$ cat src/rtl/packet_parser.sv
// Receive-side packet parser: burst-reads a header/payload/CRC8 packet, verifies the
// CRC8 trailer and, on a match, burst-writes the payload to a destination buffer.
module packet_parser #(
    parameter int unsigned ADDR_W   = 32,
    parameter logic [7:0]  CRC_POLY = 8'h07
) (
    input  logic              clk,
    input  logic              reset,
    input  logic              start,
    input  logic [ADDR_W-1:0] src_addr,
    input  logic [ADDR_W-1:0] dst_addr,
    output logic              busy,
    output logic              done,
    output logic              crc_err,
    output logic [3:0]        hdr_byte_cnt,
    output logic [3:0]        hdr_data_sel,
    output logic [ADDR_W-1:0] araddr,
    output logic [7:0]        arlen,
    output logic              arvalid,
    input  logic              arready,
    input  logic [31:0]       rdata,
    input  logic              rlast,
    input  logic              rvalid,
    output logic              rready,
    output logic [ADDR_W-1:0] awaddr,
    output logic [7:0]        awlen,
    output logic              awvalid,
    input  logic              awready,
    output logic [31:0]       wdata,
    output logic [3:0]        wstrb,
    output logic              wlast,
    output logic              wvalid,
    input  logic              wready,
    input  logic              bvalid,
    output logic              bready
);

    typedef enum logic [3:0] {
        S_IDLE, S_AR_HDR, S_R_HDR, S_AR_REST, S_R_REST,
        S_CHECK, S_AW, S_W, S_B, S_DONE
    } state_t;

    state_t              state_q, state_d;
    logic [ADDR_W-1:0]   src_q, src_d;
    logic [ADDR_W-1:0]   dst_q, dst_d;
    logic [159:0]        buf_q, buf_d;
    logic [3:0]          bcnt_q, bcnt_d;
    logic [3:0]          dsel_q, dsel_d;
    logic [4:0]          cnt_q, cnt_d;
    logic [7:0]          crc_q, crc_d;
    logic                err_q, err_d;

    logic [4:0]          n_words;
    logic [4:0]          n_beats;
    logic [4:0]          last_idx;
    logic                beat_last;
    logic [3:0]          last_strb;
    logic [159:0]        payload;
    logic [7:0]          crc_next;
    logic [7:0]          trailer;

    function automatic logic [7:0] crc8_byte(input logic [7:0] crc, input logic [7:0] data);
        logic [7:0] r;
        r = crc ^ data;
        for (int i = 0; i < 8; i++) begin
            r = r[7] ? ((r << 1) ^ CRC_POLY) : (r << 1);
        end
        return r;
    endfunction

    function automatic logic [7:0] buf_byte(input logic [159:0] b, input logic [4:0] k);
        return b[{k, 3'b000} +: 8];
    endfunction

    // Packet spans byte_cnt+4 bytes; payload spans byte_cnt+1 bytes.
    assign n_words   = ({1'b0, bcnt_q} + 5'd7) >> 2;
    assign n_beats   = ({1'b0, bcnt_q} + 5'd4) >> 2;
    assign last_idx  = {1'b0, bcnt_q} + 5'd2;
    assign beat_last = (cnt_q == n_beats - 5'd1);
    assign payload   = buf_q >> 16;
    assign crc_next  = crc8_byte(crc_q, buf_byte(buf_q, cnt_q));
    assign trailer   = buf_byte(buf_q, cnt_q + 5'd1);

    always_comb begin
        case (bcnt_q[1:0])
            2'd0:    last_strb = 4'b0001;
            2'd1:    last_strb = 4'b0011;
            2'd2:    last_strb = 4'b0111;
            default: last_strb = 4'b1111;
        endcase
    end

    assign crc_err      = err_q;
    assign hdr_byte_cnt = bcnt_q;
    assign hdr_data_sel = dsel_q;

    always_comb begin
        state_d = state_q;
        src_d   = src_q;
        dst_d   = dst_q;
        buf_d   = buf_q;
        bcnt_d  = bcnt_q;
        dsel_d  = dsel_q;
        cnt_d   = cnt_q;
        crc_d   = crc_q;
        err_d   = err_q;
        busy    = (state_q != S_IDLE) && (state_q != S_DONE);
        done    = 1'b0;
        araddr  = '0;
        arlen   = 8'd0;
        arvalid = 1'b0;
        rready  = 1'b0;
        awaddr  = '0;
        awlen   = 8'd0;
        awvalid = 1'b0;
        wdata   = 32'd0;
        wstrb   = 4'd0;
        wlast   = 1'b0;
        wvalid  = 1'b0;
        bready  = 1'b0;
        case (state_q)
            S_IDLE: begin
                if (start) begin
                    src_d   = src_addr;
                    dst_d   = dst_addr;
                    err_d   = 1'b0;
                    state_d = S_AR_HDR;
                end
            end
            S_AR_HDR: begin
                arvalid = 1'b1;
                araddr  = src_q;
                if (arready) state_d = S_R_HDR;
            end
            S_R_HDR: begin
                rready = 1'b1;
                if (rvalid) begin
                    buf_d[31:0] = rdata;
                    bcnt_d      = rdata[3:0];
                    dsel_d      = rdata[7:4];
                    if (rdata[3:0] == 4'd0) begin
                        state_d = S_CHECK;
                        cnt_d   = 5'd0;
                        crc_d   = 8'd0;
                    end else begin
                        state_d = S_AR_REST;
                        cnt_d   = 5'd1;
                    end
                end
            end
            S_AR_REST: begin
                arvalid = 1'b1;
                araddr  = src_q + ADDR_W'(4);
                arlen   = {3'b000, n_words - 5'd2};
                if (arready) state_d = S_R_REST;
            end
            S_R_REST: begin
                rready = 1'b1;
                if (rvalid) begin
                    buf_d[{cnt_q, 5'b00000} +: 32] = rdata;
                    // rlast must coincide exactly with the final expected beat
                    if (rlast != (cnt_q == n_words - 5'd1)) begin
                        err_d   = 1'b1;
                        state_d = S_DONE;
                    end else if (rlast) begin
                        state_d = S_CHECK;
                        cnt_d   = 5'd0;
                        crc_d   = 8'd0;
                    end else begin
                        cnt_d = cnt_q + 5'd1;
                    end
                end
            end
            S_CHECK: begin
                crc_d = crc_next;
                if (cnt_q == last_idx) begin
                    if (crc_next != trailer) begin
                        err_d   = 1'b1;
                        state_d = S_DONE;
                    end else begin
                        state_d = S_AW;
                    end
                end else begin
                    cnt_d = cnt_q + 5'd1;
                end
            end
            S_AW: begin
                awvalid = 1'b1;
                awaddr  = dst_q;
                awlen   = {3'b000, n_beats - 5'd1};
                if (awready) begin
                    state_d = S_W;
                    cnt_d   = 5'd0;
                end
            end
            S_W: begin
                wvalid = 1'b1;
                wdata  = payload[{cnt_q, 5'b00000} +: 32];
                wstrb  = beat_last ? last_strb : 4'hF;
                wlast  = beat_last;
                if (wready) begin
                    if (beat_last) state_d = S_B;
                    else           cnt_d   = cnt_q + 5'd1;
                end
            end
            S_B: begin
                bready = 1'b1;
                if (bvalid) state_d = S_DONE;
            end
            S_DONE: begin
                done    = 1'b1;
                state_d = S_IDLE;
            end
            default: state_d = S_IDLE;
        endcase
    end

    always_ff @(posedge clk) begin
        if (reset) begin
            state_q <= S_IDLE;
            err_q   <= 1'b0;
            bcnt_q  <= 4'd0;
            dsel_q  <= 4'd0;
            cnt_q   <= 5'd0;
        end else begin
            state_q <= state_d;
            err_q   <= err_d;
            bcnt_q  <= bcnt_d;
            dsel_q  <= dsel_d;
            cnt_q   <= cnt_d;
        end
    end

    // Datapath registers carry no reset; control gates every use of them.
    always_ff @(posedge clk) begin
        src_q <= src_d;
        dst_q <= dst_d;
        buf_q <= buf_d;
        crc_q <= crc_d;
    end

endmodule

$ cat config.mk
export PLATFORM = sky130hd
export DESIGN_NAME = packet_parser
export DESIGN_NICKNAME = d
export VERILOG_FILES = /design/src/rtl/packet_parser.sv
export SDC_FILE = /design/constraint.sdc
export NUM_CORES = 1
export LEC_CHECK = 0
export CAP_MARGIN = 5
export CORE_AREA = 3 3 251 253
export DETAILED_ROUTE_END_ITERATION = 7
export DIE_AREA = 0 0 254 256
export GPL_TIMING_DRIVEN = 0
export SYNTH_ARGS = -nofsm -noshare
export SYNTH_HDL_FRONTEND = slang
export SYNTH_SLANG_ARGS = --single-unit
$ cat constraint.sdc
create_clock -name clk -period 10.7 [get_ports clk]
set_clock_uncertainty 0.05 [all_clocks]
set_input_delay 2.14 -clock clk [delete_from_list [all_inputs] [get_ports clk]]
set_output_delay 2.14 -clock clk [all_outputs]
set_load 0.005 [all_outputs]
After elaboration in Yosys (flattened, before gate mapping)
Index checks and enable logic that the tools add are counted.
{"block": "word_totals", "regBits": 250, "wordCells": 151}
{"block": "op_classes", "n_addsub": 9, "n_eq_ne": 35, "shifts": 5, "mux": 64, "bitwise_logic": 9, "reduce_logical": 19}
{"op": "indexed part select 160 x 9 -> 8 bit", "count": 2}
{"op": "bitwise mux 160 bit", "count": 1}
{"op": "variable shift 32 x 12 -> 160 bit, first input constant", "count": 1}
{"op": "indexed part select 160 x 11 -> 32 bit", "count": 1}
{"op": "indexed part select 32 x 12 -> 160 bit", "count": 1}
{"op": "2-to-1 mux 32 bit", "count": 4}
{"op": "case mux 32 bit (2 select lines)", "count": 2}
{"op": "2-to-1 mux 4 bit", "count": 15}
{"op": "2-to-1 mux 5 bit", "count": 10}
{"op": "2-to-1 mux 8 bit", "count": 5}
{"op": "case mux 4 bit (9 select lines)", "count": 1}
{"op": "inequality test 2 bit, second input constant", "count": 17}
{"op": "adder 32 x 3 -> 32 bit, second input constant", "count": 1}
{"op": "2-to-1 mux 3 bit", "count": 9}
{"op": "case mux 5 bit (5 select lines)", "count": 1}
{"op": "inverter 3 bit", "count": 8}
{"op": "case mux 8 bit (3 select lines)", "count": 1}
{"op": "== test 4 x 3 -> 1 bit, second input constant", "count": 4}
{"op": "== test 5 bit", "count": 3}
{"op": "2-to-1 mux 1 bit", "count": 13}
{"op": "negator 10 -> 12 bit", "count": 1}
{"op": "case mux 4 bit (3 select lines)", "count": 1}
{"op": "AND reduction 6 bit", "count": 2}
{"op": "AND reduction 11 bit", "count": 1}
{"op": "other kinds (27)", "count": 36}

Depth between registers and ports, before layout
Gate-level depths: netlist (run 1).
{"block": "logic_depth", "word_depth": 22, "mapped_depth": 20, "ltp_nobuf": 19}

Worst setup path before layout (run 1)
Ideal clock, no wire load.
{"block": "synth_path", "kind": "register to output", "from": "register cnt_q[0]", "to": "output port wdata[0]", "arrival_ns": 2.764, "required_time_ns": 8.510, "path_slack_ns": 5.746, "path_stages_with_launch": 13, "path_cell_list": "dfxtp_1 -> buf_6 -> buf_6 -> buf_6 -> buf_6 -> buf_6 -> buf_1 -> buf_2 -> clkbuf_1 -> nand2_1 -> a21oi_1 -> a21oi_1 -> a311oi_1"}
{"block": "synth_between", "elab_chain_cells": 2}
{"item": "start, declared", "line": "49", "source": "logic [4:0] cnt_q, cnt_d;"}
{"item": "start signal, assigned", "line": "230", "source": "cnt_q <= cnt_d;"}
{"item": "indexed part select 160 x 11 -> 32 bit", "line": "198", "source": "wdata = payload[{cnt_q, 5'b00000} +: 32];"}
{"item": "2-to-1 mux 32 bit", "line": "121", "source": "case (state_q)"}
{"item": "end, declared", "line": "29", "source": "output logic [31:0] wdata,"}
Every way passes these cells.

Worst setup path after layout (run 1)
{"block": "layout_path", "from": "register cnt_q[0]", "to": "output port wdata[5]"}
The elaborated chain is that of the path after synthesis.

==> results_dict.tcl, run 1 <==
set metrics [dict create \
    cts-root-buf "clkbuf_16" \
    path_class "reg2out" \
    cts_tree "built" \
    crit_arrival_ns 6.27 \
    gr-max-usage-layer "met2" \
    grt_pass1_wl_um 88920 \
    port_buffers 228 \
    synth_seq_area_share_pct 48.13 \
    fin_util_pct 32.17 \
    synthTopCellsByArea "edfxtp_1, mux4_2, and2_1" \
    fin_crit_ns 8.460 \
    area_growth_pct 29.45 \
    switchingPower_mw 1.335 \
    path_clk_slew_ns 0.06 \
    path_max_fanout 10 \
    clock_latency_ns 0.60 \
    hpwl_um 45880 \
    first_pass_iters 6 \
    ir_drop_v 0.0001343 \
    initial_core_util_pct 24.85 \
    synth_cell_types 74 \
    drt.antenna.violating_nets 0 \
    crit_path_end_kind "output pin" \
    startpoint "cnt_q[0]" \
    routabilityCongestion 0.9546 \
    r2r_slack_ns 4.01 \
    r2r-start "cnt_q[1]" \
    fmax_mhz 118.2 \
    std_cell_rows 91 \
    cap_violations 0 \
    wl_um 63080 \
    reg2reg_to "state_q[1]" \
    grtUsageMet1_pct 22.51 \
    holdPathStages 2 \
    post_cts_buffers 0 \
    tightest_slew_ns 1.398 \
    placedInstanceArea_um2 18690 \
    synth_area_leader_cell "edfxtp_1" \
    drt_iter0_markers 1700 \
    clock_power_share_pct 28.0 \
    tns_ns 0 \
    wire_per_inst_um 26.86 \
    synth_edf_count 232 \
    cts_sinks 250 \
    fin_ws_ns 2.240 \
    die_h_um 256 \
    core_area_um2 61260 \
    cts_inserted_buffers 31 \
    preCtsSetupSlack_ns 3.118 \
    rr_worst_depth 19 \
    share_comb_of_total_power_pct 38.7 \
    status "completed" \
    slew_viol_final 0 \
    cts_resized 0 \
    nNetsFinal 1648 \
    synthCells 1255 \
    start_kind "flip-flop" \
    met3_usage_pct 4.319 \
    rsz0062_at_grt "false" \
    finalPower_mw 3.745 \
    ioPinCount 238 \
    hold_viol 0 \
    fin_area_um2 19710 \
    post_layout_nonfiller_instances 2348 \
    syn_area_um2 15220 \
    setup_violations 0 \
    p_int_mw 2.410 \
    synthArstFlopShare_pct 0 \
    p_sw_share_pct 35.64 \
    dieArea_um2 65020 \
    yosysTopAreaCellShare_pct 45.76 \
    layout-drive-gt1-share_pct 13.18 \
    slew-limit-headroom_pct 6.772 \
    synth_top_flop_cell "edfxtp_1" \
    worstPathRequired_ns 8.51 \
    drc_errors 0 \
    grt_max_degree 66 \
    p_seq_share_pct 33.3 \
    synth_seq_cells 250 \
    hold_slack_ns 0.4522 \
    chipWidth_um 254 \
    viasPerCell 5.293 \
    clk_path_buf_depth 3 \
    dp.cells 2285 \
    worstSetupEndpoint "wdata[5]" \
    grt_overflow_total 0 \
    antenna_found_initial 2 \
    post-route-period-util_pct 79.07 \
    hp-class "reg2reg" \
    power_density_nw_per_um2 190.0 \
    syn_area_per_cell_um2 12.13 \
    p_leak_nw 6.854 \
    ys.warnings.count 0 \
    num_vias 12430 \
    grt_util_met2_pct 31.59 \
    h-tree-depth 1 \
    ctsHoldBuffers 0 \
    globalRouteTotalUtil_pct 18.84 \
    grt_pass1_vias 12470 \
]
## state kept, by name, indices dropped and copies added (netlist names)
register	cells
dst_q	32
cnt_q	5
src_q	32
hdr_data_sel	4
state_q	4
hdr_byte_cnt	4
crc_err	1
crc_q	8
buf_q	160
## cells in the mapped netlist (all sizes together) (3+ instances only)
cell	instances
xor2	30
a211oi	17
nor3	15
and4	3
or2	4
mux4	82
o22a	13
a31oi	5
nor2b	56
mux2i	46
a22o	5
clkbuf	49
xnor2	33
o22ai	4
a22oi	18
nand3	28
o211ai	3
nand4	9
a221oi	4
inv	24
buf	44
and3	13
ha	13
nand2b	12
xnor3	3
a32oi	5
o21a	3
dfxtp	18
o21ai	21
a222oi	5
a311oi	9
a21oi	45
mux2	17
nand2	72
and2	168
nor2	86
nor3b	4
or3	11
edfxtp	232
## kinds of logic (layout without fill, tap and decap cells)
family | after synthesis | in the layout | share of synthesized area (%)
AND/OR/NAND/NOR | 488 | 488 | 17.38
flip-flops | 250 | 250 | 48.13
AO/OA/AOI/OAI | 173 | 173 | 8.185
multiplexers | 145 | 145 | 16.67
buffers and inverters | 119 | 412 | 4.454
XOR/XNOR | 66 | 66 | 4.085
adder cells (fa/ha/maj) | 13 | 13 | 1.068
other | 1 | 11 | 0.02463
## worst min path at each step
| stage | start | to | slack (ns) |
|---|---|---|---|
| 2_1_floorplan | crc_err | crc_err | 0.43 |
| 3_5_place_dp | crc_err | crc_err | 0.44 |
| 6_report | hdr_data_sel[0] | hdr_data_sel[0] | 0.45 |
| 5_1_grt | crc_err | crc_err | 0.49 |
| 3_3_place_gp | crc_err | crc_err | 0.43 |
| 4_1_cts | crc_err | crc_err | 0.45 |
## metal layers
layer | wire [µm] | vias up
li1 | - | 5256
met3 | 6174 | 200
met4 | 3592 | 0
met2 | 30290 | 820
met5 | 0 | -
met1 | 23020 | 6151
## final cells by class
cell class | count | area (µm²)
Tap cell | 790 | 988.4
Inverter | 26 | 97.59
Antenna cell | 3 | 7.507
Sequential cell | 250 | 7327
Clock inverter | 22 | 203.9
Fill cell | 6118 | 41550
Multi-Input combinational cell | 893 | 7288
Buffer | 93 | 580.6
Clock buffer | 36 | 794.5
Timing Repair Buffer | 235 | 2421
## cells in the final DEF (no fill, tap or decap), types with 33 or more instances in the layout
| cell type | instances |
|---|---|
| clkdlybuf4s50_1 | 228 |
| and2_1 | 167 |
| nand2_1 | 72 |
| mux2i_1 | 46 |
| nor2b_1 | 56 |
| clkbuf_1 | 51 |
| nor2_1 | 79 |
| mux4_2 | 71 |
| xnor2_1 | 33 |
| edfxtp_1 | 232 |
| a21oi_1 | 45 |
## power by group through the flow
stage,Sequential [mW],Clock (mW),Combinational (mW)
after CTS,1.25,1.06,1.43
after floorplan,1.25,0,0.894
after detailed placement,1.27,0,1.42
final,1.25,1.05,1.45
after global routing,1.26,1.11,1.52
after global placement,1.27,0,1.40
## critical path, cell delays in order, from the launching register on
cell and delay (ns):
dfxtp_1 0.46, buf_6 0.21, buf_6 0.22, buf_6 0.21
buf_6 0.18, buf_6 0.22, buf_1 1.00, clkbuf_1 0.64
buf_1 1.08, mux2i_1 0.24, a211oi_1 0.57, clkdlybuf4s50_1 0.61
(Power assumes the default switching activity.)
==> inputs of run 2 (changes only) <==
==> constraint.sdc (replaced) <==
create_clock -name clk -period 8.2 [get_ports clk]
set_clock_uncertainty 0.05 [all_clocks]
set_input_delay 1.64 -clock clk [delete_from_list [all_inputs] [get_ports clk]]
set_output_delay 1.64 -clock clk [all_outputs]
set_load 0.005 [all_outputs]
==> results of run 2 <==
Same layout as run 1 (identical final DEF). Status: completed.
Main changes from that run: setup slack after placement 3.118 ns -> 1.118 ns; setup slack after layout 2.240 ns -> 0.2399 ns; register-to-register setup slack 4.01 ns -> 1.51 ns; total power 3.745 mW -> 4.887 mW; worst IR drop on VDD 0.0001343 V -> 0.0001752 V
